==> src/rtl/ps2_mouse_init_seq.sv <==
// rtl/ps2_mouse_init_seq.sv - PS/2 mouse power-up command sequencer and stream forwarder
module ps2_mouse_init_seq #(
    parameter logic [7:0] SAMPLE_RATE = 8'd100,
    parameter int         ACK_TIMEOUT = 1_000_000,
    parameter int         BAT_TIMEOUT = 25_000_000,
    parameter int         MAX_RETRY   = 3
) (
    input  logic       Clk,
    input  logic       Reset,
    input  logic       Start,
    output logic       TxWrite,
    output logic [7:0] TxData,
    input  logic       TxDone,
    input  logic       TxIdle,
    input  logic [7:0] RxData,
    input  logic       RxValid,
    output logic       Busy,
    output logic       Ready,
    output logic       Error,
    output logic [2:0] ErrCode,
    output logic [7:0] StreamData,
    output logic       StreamValid
);

    typedef enum logic [2:0] {
        S_IDLE,
        S_SEND,
        S_WAIT_TX,
        S_WAIT_ACK,
        S_WAIT_BAT,
        S_WAIT_ID,
        S_READY,
        S_FAIL
    } state_t;

    localparam logic [7:0] CMD_RESET   = 8'hFF;
    localparam logic [7:0] CMD_RATE    = 8'hF3;
    localparam logic [7:0] CMD_ENABLE  = 8'hF4;
    localparam logic [7:0] RSP_ACK     = 8'hFA;
    localparam logic [7:0] RSP_RESEND  = 8'hFE;
    localparam logic [7:0] RSP_ERROR   = 8'hFC;
    localparam logic [7:0] RSP_BAT_OK  = 8'hAA;

    localparam logic [2:0] ERR_NONE    = 3'd0;
    localparam logic [2:0] ERR_RSP_TO  = 3'd1;
    localparam logic [2:0] ERR_BAT     = 3'd2;
    localparam logic [2:0] ERR_RETRY   = 3'd3;
    localparam logic [2:0] ERR_TX_TO   = 3'd4;

    // Timeout fires on the last cycle of the window, so compare against limit-1.
    localparam logic [25:0] ACK_LIM    = 26'(ACK_TIMEOUT - 1);
    localparam logic [25:0] BAT_LIM    = 26'(BAT_TIMEOUT - 1);
    localparam logic [7:0]  RETRY_LIM  = 8'(MAX_RETRY);

    state_t      r_state;
    logic [1:0]  r_index;
    logic [7:0]  r_retry;
    logic [25:0] r_timer;
    logic        r_tx_write;
    logic [7:0]  r_tx_data;
    logic        r_busy;
    logic        r_ready;
    logic        r_error;
    logic [2:0]  r_err_code;
    logic [7:0]  r_stream_data;
    logic        r_stream_valid;

    state_t      w_state_nxt;
    logic [1:0]  w_index_nxt;
    logic [7:0]  w_retry_nxt;
    logic        w_tx_write_nxt;
    logic [7:0]  w_tx_data_nxt;
    logic [2:0]  w_err_code_nxt;
    logic [7:0]  w_stream_data_nxt;
    logic        w_stream_valid_nxt;
    logic [7:0]  w_script_byte;
    logic        w_ack_to;
    logic        w_bat_to;
    logic        w_can_retry;

    assign TxWrite     = r_tx_write;
    assign TxData      = r_tx_data;
    assign Busy        = r_busy;
    assign Ready       = r_ready;
    assign Error       = r_error;
    assign ErrCode     = r_err_code;
    assign StreamData  = r_stream_data;
    assign StreamValid = r_stream_valid;

    assign w_ack_to    = (r_timer == ACK_LIM);
    assign w_bat_to    = (r_timer == BAT_LIM);
    assign w_can_retry = (r_retry < RETRY_LIM);

    // Command script lookup for the current index.
    always_comb begin
        w_script_byte = CMD_RESET;
        case (r_index)
            2'd0:    w_script_byte = CMD_RESET;
            2'd1:    w_script_byte = CMD_RATE;
            2'd2:    w_script_byte = SAMPLE_RATE;
            default: w_script_byte = CMD_ENABLE;
        endcase
    end

    // Next-state and next-output decode; every path starts from hold values.
    always_comb begin
        w_state_nxt        = r_state;
        w_index_nxt        = r_index;
        w_retry_nxt        = r_retry;
        w_tx_write_nxt     = 1'b0;
        w_tx_data_nxt      = r_tx_data;
        w_err_code_nxt     = r_err_code;
        w_stream_data_nxt  = r_stream_data;
        w_stream_valid_nxt = 1'b0;

        case (r_state)
            S_IDLE, S_FAIL: begin
                if (Start) begin
                    w_state_nxt    = S_SEND;
                    w_index_nxt    = 2'd0;
                    w_retry_nxt    = 8'd0;
                    w_err_code_nxt = ERR_NONE;
                end
            end

            S_SEND: begin
                if (TxIdle) begin
                    w_tx_write_nxt = 1'b1;
                    w_tx_data_nxt  = w_script_byte;
                    w_state_nxt    = S_WAIT_TX;
                end
            end

            S_WAIT_TX: begin
                if (TxDone) begin
                    w_state_nxt = S_WAIT_ACK;
                end else if (w_ack_to) begin
                    w_state_nxt    = S_FAIL;
                    w_err_code_nxt = ERR_TX_TO;
                end
            end

            S_WAIT_ACK: begin
                if (RxValid && RxData == RSP_ACK) begin
                    if (r_index == 2'd0) begin
                        w_state_nxt = S_WAIT_BAT;
                    end else if (r_index == 2'd3) begin
                        w_state_nxt = S_READY;
                        w_retry_nxt = 8'd0;
                    end else begin
                        w_state_nxt = S_SEND;
                        w_index_nxt = r_index + 2'd1;
                        w_retry_nxt = 8'd0;
                    end
                end else if (RxValid && RxData == RSP_RESEND) begin
                    if (w_can_retry) begin
                        w_retry_nxt = r_retry + 8'd1;
                        w_state_nxt = S_SEND;
                    end else begin
                        w_state_nxt    = S_FAIL;
                        w_err_code_nxt = ERR_RETRY;
                    end
                end else if (RxValid && RxData == RSP_ERROR) begin
                    w_state_nxt    = S_FAIL;
                    w_err_code_nxt = ERR_BAT;
                end else if (w_ack_to) begin
                    // Unrecognised bytes do not hold off the response timer.
                    if (w_can_retry) begin
                        w_retry_nxt = r_retry + 8'd1;
                        w_state_nxt = S_SEND;
                    end else begin
                        w_state_nxt    = S_FAIL;
                        w_err_code_nxt = ERR_RSP_TO;
                    end
                end
            end

            S_WAIT_BAT: begin
                if (RxValid && RxData == RSP_BAT_OK) begin
                    w_state_nxt = S_WAIT_ID;
                end else if (RxValid && RxData == RSP_ERROR) begin
                    w_state_nxt    = S_FAIL;
                    w_err_code_nxt = ERR_BAT;
                end else if (w_bat_to) begin
                    w_state_nxt    = S_FAIL;
                    w_err_code_nxt = ERR_RSP_TO;
                end
            end

            S_WAIT_ID: begin
                // The device ID is accepted whatever its value.
                if (RxValid) begin
                    w_state_nxt = S_SEND;
                    w_index_nxt = 2'd1;
                    w_retry_nxt = 8'd0;
                end else if (w_bat_to) begin
                    w_state_nxt    = S_FAIL;
                    w_err_code_nxt = ERR_RSP_TO;
                end
            end

            S_READY: begin
                // A restart takes priority over forwarding a coincident byte.
                if (Start) begin
                    w_state_nxt    = S_SEND;
                    w_index_nxt    = 2'd0;
                    w_retry_nxt    = 8'd0;
                    w_err_code_nxt = ERR_NONE;
                end else if (RxValid) begin
                    w_stream_valid_nxt = 1'b1;
                    w_stream_data_nxt  = RxData;
                end
            end

            default: begin
                w_state_nxt = S_IDLE;
            end
        endcase
    end

    // State, sequencing registers and shared timeout timer.
    always_ff @(posedge Clk or posedge Reset) begin
        if (Reset) begin
            r_state <= S_IDLE;
            r_index <= 2'd0;
            r_retry <= 8'd0;
            r_timer <= 26'd0;
        end else begin
            r_state <= w_state_nxt;
            r_index <= w_index_nxt;
            r_retry <= w_retry_nxt;
            if (w_state_nxt != r_state) begin
                r_timer <= 26'd0;
            end else if (r_timer != '1) begin
                r_timer <= r_timer + 26'd1;
            end
        end
    end

    // Registered outputs; status flags follow the state being entered.
    always_ff @(posedge Clk or posedge Reset) begin
        if (Reset) begin
            r_tx_write     <= 1'b0;
            r_tx_data      <= 8'd0;
            r_busy         <= 1'b0;
            r_ready        <= 1'b0;
            r_error        <= 1'b0;
            r_err_code     <= ERR_NONE;
            r_stream_data  <= 8'd0;
            r_stream_valid <= 1'b0;
        end else begin
            r_tx_write     <= w_tx_write_nxt;
            r_tx_data      <= w_tx_data_nxt;
            r_busy         <= (w_state_nxt == S_SEND)     ||
                              (w_state_nxt == S_WAIT_TX)  ||
                              (w_state_nxt == S_WAIT_ACK) ||
                              (w_state_nxt == S_WAIT_BAT) ||
                              (w_state_nxt == S_WAIT_ID);
            r_ready        <= (w_state_nxt == S_READY);
            r_error        <= (w_state_nxt == S_FAIL);
            r_err_code     <= w_err_code_nxt;
            r_stream_data  <= w_stream_data_nxt;
            r_stream_valid <= w_stream_valid_nxt;
        end
    end

endmodule

==> config.mk <==
export PLATFORM = sky130hd
export DESIGN_NAME = ps2_mouse_init_seq
export DESIGN_NICKNAME = d
export VERILOG_FILES = /design/src/rtl/ps2_mouse_init_seq.sv
export SDC_FILE = /design/constraint.sdc
export NUM_CORES = 1
export LEC_CHECK = 0
export CAP_MARGIN = 20
export CELL_PAD_IN_SITES_DETAIL_PLACEMENT = 0
export CELL_PAD_IN_SITES_GLOBAL_PLACEMENT = 1
export CORE_UTILIZATION = 47
export DETAILED_ROUTE_END_ITERATION = 6
export PLACE_DENSITY_LB_ADDON = 0.1
export SYNTH_ARGS = -nofsm -noshare
export SYNTH_HDL_FRONTEND = slang
export SYNTH_SLANG_ARGS = --single-unit
==> constraint.sdc <==
create_clock -name Clk -period 3.5 [get_ports Clk]
set_clock_uncertainty 0.05 [all_clocks]
set_input_delay 0.525 -clock Clk [delete_from_list [all_inputs] [get_ports Clk]]
set_output_delay 0.525 -clock Clk [all_outputs]
set_load 0.005 [all_outputs]
# ---- After elaboration in Yosys (flattened, before gate mapping)
# Cells that the tools add are included.
dict set report classes {
  addsub 3
  n_mul 0
  div 0
  n_lt_le_gt_ge 1
  n_eq_ne 41
  shifts 0
  muxes 53
  bitwise_logic 1
  reduce_logical 19
}
# cell n
set ops {}
lappend ops {{$mux W3} 28}
lappend ops {{$mux W8} 8}
lappend ops {{$mux W26} 2}
lappend ops {{$pmux W8 S3} 2}
lappend ops {{$eq A8 B8 Y1 const B} 4}
lappend ops {{$add A26 B1 Y26 const B} 1}
lappend ops {{$eq A26 B20 Y1 const B} 1}
lappend ops {{$eq A26 B25 Y1 const B} 1}
lappend ops {{$ne A26 B26 Y1 const B} 1}
lappend ops {{$eq A3 B3 Y1 const B} 8}
lappend ops {{$ne A2 B2 Y1 const B} 9}
lappend ops {{$pmux W3 S6} 1}
lappend ops {{$pmux W3 S5} 1}
lappend ops {{$eq A3 B2 Y1 const B} 4}
lappend ops {{$ne A4 B4 Y1 const B} 3}
lappend ops {{$reduce_and A6 Y1} 2}
lappend ops {{$mux W2} 5}
lappend ops {{$reduce_and A10 Y1} 1}
lappend ops {{$ne A3 B3 Y1 const B} 3}
lappend ops {{$add A8 B1 Y8 const B} 1}
lappend ops {{$lt A8 B2 Y1 const B} 1}
lappend ops {{$eq A3 B1 Y1 const B} 2}
lappend ops {{$pmux W2 S3} 1}
lappend ops {{$mux W1} 5}
lappend ops {{16 further kinds} 23}
dict set report totals {
  regBits 63
  latchBits 0
  ramBits 0
  rom_bits 0
  input_bits 14
  out_inout_bits 24
  wordCells 130
  mem_count 0
}

# ---- Depth between registers and ports, before layout
dict set report depth {
  word_depth 12
  ltp_mapped 10
  ltp_nobuf 9
}

# ---- Worst setup path after synthesis
# OpenSTA, ideal clock, no wires.
dict set report synth_timing {
  path_type {register to register}
  startpoint {register r_timer[0]}
  endpoint {register r_timer[24]}
  setup_time_ps 120
  t_arrival_ps 2148
  t_required_ps 3330
  slack_ps 1182
  path_stages_with_launch 11
  n_path_buf 2
  period_less_slack_ps 2318
  cell_sequence {dfrtp_1 -> ha_1 -> and3_1 -> buf_2 -> nand4_2 -> o31ai_2 -> a21oi_1 -> o32a_1 -> nand4_4 -> buf_6 -> nor2_1}
}
dict set report synth_via {
  elab_chain_cells 8
  word_cells_on_any_way 19
  classes_between {add/sub (1); eq/ne (4); mux (13); reduce/logical (1)}
}
# item line_no
set synth_lines {}
lappend synth_lines {{from (decl)} 58} ;# logic [25:0] r_timer;
lappend synth_lines {{from (signal assigned)} 235} ;# r_timer <= r_timer + 26'd1;
lappend synth_lines {{$eq A26 B20 Y1} 90} ;# assign w_ack_to = (r_timer == ACK_LIM);
lappend synth_lines {{$mux W3} 166} ;# end else if (w_ack_to) begin
lappend synth_lines {{$mux W3} 163} ;# end else if (RxValid && RxData == RSP_ERROR) begin
lappend synth_lines {{$mux W3} 155} ;# end else if (RxValid && RxData == RSP_RESEND) begin
lappend synth_lines {{$mux W3} 144} ;# if (RxValid && RxData == RSP_ACK) begin
lappend synth_lines {{$pmux W3 S6} 116} ;# case (r_state)
lappend synth_lines {{$ne A3 B3 Y1} 232} ;# if (w_state_nxt != r_state) begin
lappend synth_lines {{$mux W26 or $reduce_bool A2 Y1 (tied branches)} --}
# Parallel ways exist; a longest one is shown, timed or not. The select of a mux whose other input is x is not followed.
# A chain may end at the register's enable or synchronous reset.

# ---- Worst setup path after layout
dict set report layout_timing {
  startpoint {input port RxValid}
  endpoint {register r_timer[25]}
}
dict set report layout_via {
  elab_chain_cells 7
  word_cells_on_any_way 14
  classes_between {eq/ne (1); mux (8); reduce/logical (5)}
}
# item line_no
set layout_lines {}
lappend layout_lines {{from (decl)} 16} ;# input logic RxValid,
lappend layout_lines {{$logic_and A1 B1 Y1} {163, 181}}
lappend layout_lines {{$mux W3} 163}
lappend layout_lines {{$mux W3} 155}
lappend layout_lines {{$mux W3} 144}
lappend layout_lines {{$pmux W3 S6 (*)} 116}
lappend layout_lines {{$ne A3 B3 Y1 (*)} 232}
lappend layout_lines {{$mux W26 or $reduce_bool A2 Y1 (tied branches)} --}
# Mark *: on every way between the ends. The rest lies on a longest branch, timed or not.

==> flow_metrics.env <==
export IMPL_finalMaxSlewViolations=0
export IMPL_yosys_warnings=0
export IMPL_synth_nets=378
export IMPL_final_nets=412
export IMPL_max_cap_viol_count=0
export IMPL_initial_core_util_pct=48.9
export IMPL_ioPinCount=38
export IMPL_gp_congestion=0.836
export IMPL_synth_xor_area_share_pct=5.77
export IMPL_drt_iter0_markers=105
export IMPL_yosysSeqAreaShare_pct=45.0
export IMPL_dpl_hpwl_um=5050
export IMPL_rows=30
export IMPL_seq_area_mm2=0.00150
export IMPL_p_sw_w=0.000843
export IMPL_startpoint_type="input port"
export IMPL_cp_slowest_cell="clkdlybuf4s50_1"
export IMPL_grt_overflow=0
export IMPL_cp_max_fo=26
export IMPL_multi_input_area_mm2=0.00170
export IMPL_outcome="complete, no violations"
export IMPL_core_mm2=0.00683
export IMPL_grt_total_usage_pct=21.5
export IMPL_area_delta_synth_final_pct=19.1
export IMPL_syn_area_per_cell_um2=9.35
export IMPL_slew_headroom_pct=43.7
export IMPL_cts_sinks=60
export IMPL_drcViolationCount=0
export IMPL_grt_max_degree=61
export IMPL_ir_drop_mv=0.321
export IMPL_power_density_mw_per_mm2=597
export IMPL_layout_drive_gt1_share_pct=9.60
export IMPL_syn_area_mm2=0.00334
export IMPL_synth_compound_area_share_pct=11.7
export IMPL_synth_seq_cells=60
export IMPL_leakagePower_nw=1.74
export IMPL_synth_cells=357
export IMPL_cts_buffers=9
export IMPL_finalHoldViolCount=0
export IMPL_root_buffer="clkbuf_8"
export IMPL_synthMuxAreaShare_pct=3.33
export IMPL_crit_type="in -> reg"
export IMPL_hold_path_class="reg -> reg"
export IMPL_cp_buffers_inverters=1
export IMPL_dieArea_mm2=0.00745
export IMPL_postRouteAntennaNets=0
export IMPL_finalSetupTns_ns=0
export IMPL_insertion_delay_ns=0.34
export IMPL_die_y_um=86.3
export IMPL_antenna_found_initial=0
export IMPL_worst_ep_required_time_ns=3.70
export IMPL_io_buffers=37
export IMPL_rsz0062_at_grt="no"
export IMPL_cts_resized=0
export IMPL_synthAdderAreaFrac_pct=2.62
export IMPL_arrival_ns=2.98
export IMPL_fillCellCount=632
export IMPL_period_share_pct=79.4
export IMPL_grt_pass1_wl_um=12500
export IMPL_path_cells="clkdlybuf4s50_1 > and3b_1 > nand4b_1 > a211oi_2 > o311ai_1 > o22ai_1 > nand4_4 > nor3_1"
export IMPL_period_minus_slack_ns=2.78
export IMPL_worst_slew_pin_slew_ns=0.834
export IMPL_synth_flop_cell="dfrtp_1"
export IMPL_cp_top_family="simple AND/OR/NAND/NOR gates"
export IMPL_grt_pass1_vias=2605
export IMPL_via_per_inst=5.50
export IMPL_cpPeakStageDelay_ns=0.52
export IMPL_drt_pass1_iterations=4
export IMPL_end_kind="flop"
export IMPL_vias=2708
export IMPL_mostFrequentLayoutCell="dfrtp_1"
export IMPL_clk_pin_slew_worst_paths_ns=0.07
export IMPL_power_frac_comb_pct=33.3
export IMPL_pwr_share_seq_pct=37.6
export IMPL_clockPowerShare_pct=29.1
export IMPL_layout_common_cells="dfrtp_1, nor2_1, nand2_1, clkdlybuf4s50_1, nand3_1"
export IMPL_antenna_cells=0
export IMPL_synth_top_family_by_area="simple AND/OR/NAND/NOR gates"
export IMPL_cts_tree="yes"
export IMPL_final_util_pct=58.2
export IMPL_wl_per_cell_um=14.6
export IMPL_die_x_um=86.3
export IMPL_post_cts_buffers=0
export IMPL_cts_hold_fix_buffers=0
export IMPL_ys_async_sr_fraction_pct=100
export IMPL_routed_wl_um=7180
export IMPL_synthSimpleGateAreaFrac_pct=27.6
export IMPL_p_int_w=0.00153
export IMPL_setup_violations_final=0
export IMPL_synth_cell_type_count=59
export IMPL_clock_fmax_mhz=360
export IMPL_cts_htree_levels=3
export IMPL_p_sw_share_pct=35.5
export IMPL_synth_edf_count=0
export IMPL_clock_path_buffers=2
-- registers in the layout, summed over array words and instances, names as in the netlist --
signal / flops
r_state: 3
r_retry: 8
StreamData: 8
r_index: 2
Ready: 1
ErrCode: 3
r_timer: 26
Busy: 1
TxWrite: 1
Error: 1
StreamValid: 1
TxData: 5
-- cell usage after synthesis, types with 2 or more instances --
library cell	instances	share of area, %
a211oi_1	3	0.67
a21oi_1	12	1.8
a31oi_1	4	0.75
a41oi_1	2	0.52
and2_1	3	0.56
and3_1	6	1.1
and3b_1	2	0.52
and4_1	6	1.6
and4b_1	2	0.60
buf_2	5	0.75
buf_4	3	0.67
buf_6	2	0.67
clkbuf_1	5	0.56
dfrtp_1	60	45
ha_1	7	2.6
inv_1	12	1.3
mux2_2	9	3.0
nand2_1	38	4.3
nand2b_1	4	0.75
nand3_1	21	3.1
nand3b_1	2	0.45
nand4_1	10	1.9
nand4_2	2	0.75
nor2_1	49	5.5
nor2b_1	5	0.94
nor3_1	8	1.2
nor4_1	5	0.94
nor4b_1	2	0.52
o21ai_0	13	1.9
o22ai_1	2	0.37
o31ai_1	2	0.45
o32a_1	2	0.60
o41ai_1	2	0.52
or2_2	2	0.37
xnor2_1	9	2.4
xor2_1	13	3.4
-- metrics by stage --
stage	power [W]	worst slack [ns]	hold slack, ns	std cells	cell area (um^2)
floorplan	0.00148	1.18	0.414	357	3340
global placement	0.00168	0.477	0.415	476	3760
detailed placement	0.00169	0.341	0.420	476	3760
CTS	0.00239	0.716	0.437	492	3980
global route	0.00254	0.502	0.459	492	3980
finish	0.00238	0.720	0.432	492	3980
-- worst min-delay path, delay by kind of cell (launching register included) --
family	cells	cell delay (ns)
simple gates	2	0.11
flops	1	0.35
-- worst paths after layout --
check	depth (start not counted)	to	start	slack, ns
worst max-delay path	8	r_timer[25]	RxValid	0.72
worst min-delay path	2	TxData[3]	TxData[3]	0.43
worst max register to register	8	r_timer[25]	r_timer[0]	0.74
worst min register to register	2	TxData[3]	TxData[3]	0.43
max in group asynchronous	3	r_index[1]	Reset	2.62
min in group asynchronous	3	StreamValid	Reset	0.50
-- area by class of cell --
cell class              instances  area share [%]
clock buffers                  11            3.55
multi-input cells             270            42.8
inverters                      12            1.13
repair buffers                 38            9.81
flip-flops and latches         60            37.7
clock inverters                 5            1.89
well taps                      96            3.02
-- power by group through the flow --
stage,registers [W],logic (W),clock network [W]
4_1_cts,0.000892,0.000794,0.000709
2_1_floorplan,0.000855,0.000620,0
3_3_place_gp,0.000902,0.000782,0
6_report,0.000894,0.000790,0.000691
5_1_grt,0.000909,0.000897,0.000733
3_5_place_dp,0.000904,0.000790,0
-- cells by family (layout without fill, tap and decap cells) --
family / count (synthesis) / in the layout
adders and majority gates: 7 / 7
xor gates and xnor gates: 22 / 22
muxes: 10 / 10
AOI/OAI and AO/OA: 56 / 56
DFF: 60 / 60
buffers and inverters: 27 / 66
and+or+nand+nor: 175 / 175
-- routing by layer --
layer | track usage, % | up-vias | wire length [um]
li1 | - | 1355 | -
met1 | 29.1 | 1296 | 3560
met2 | 33.8 | 48 | 3290
met3 | 3.62 | 9 | 206
met4 | 9.55 | 0 | 127
met5 | 0 | - | 0
Power figures use the tool's default switching activity.
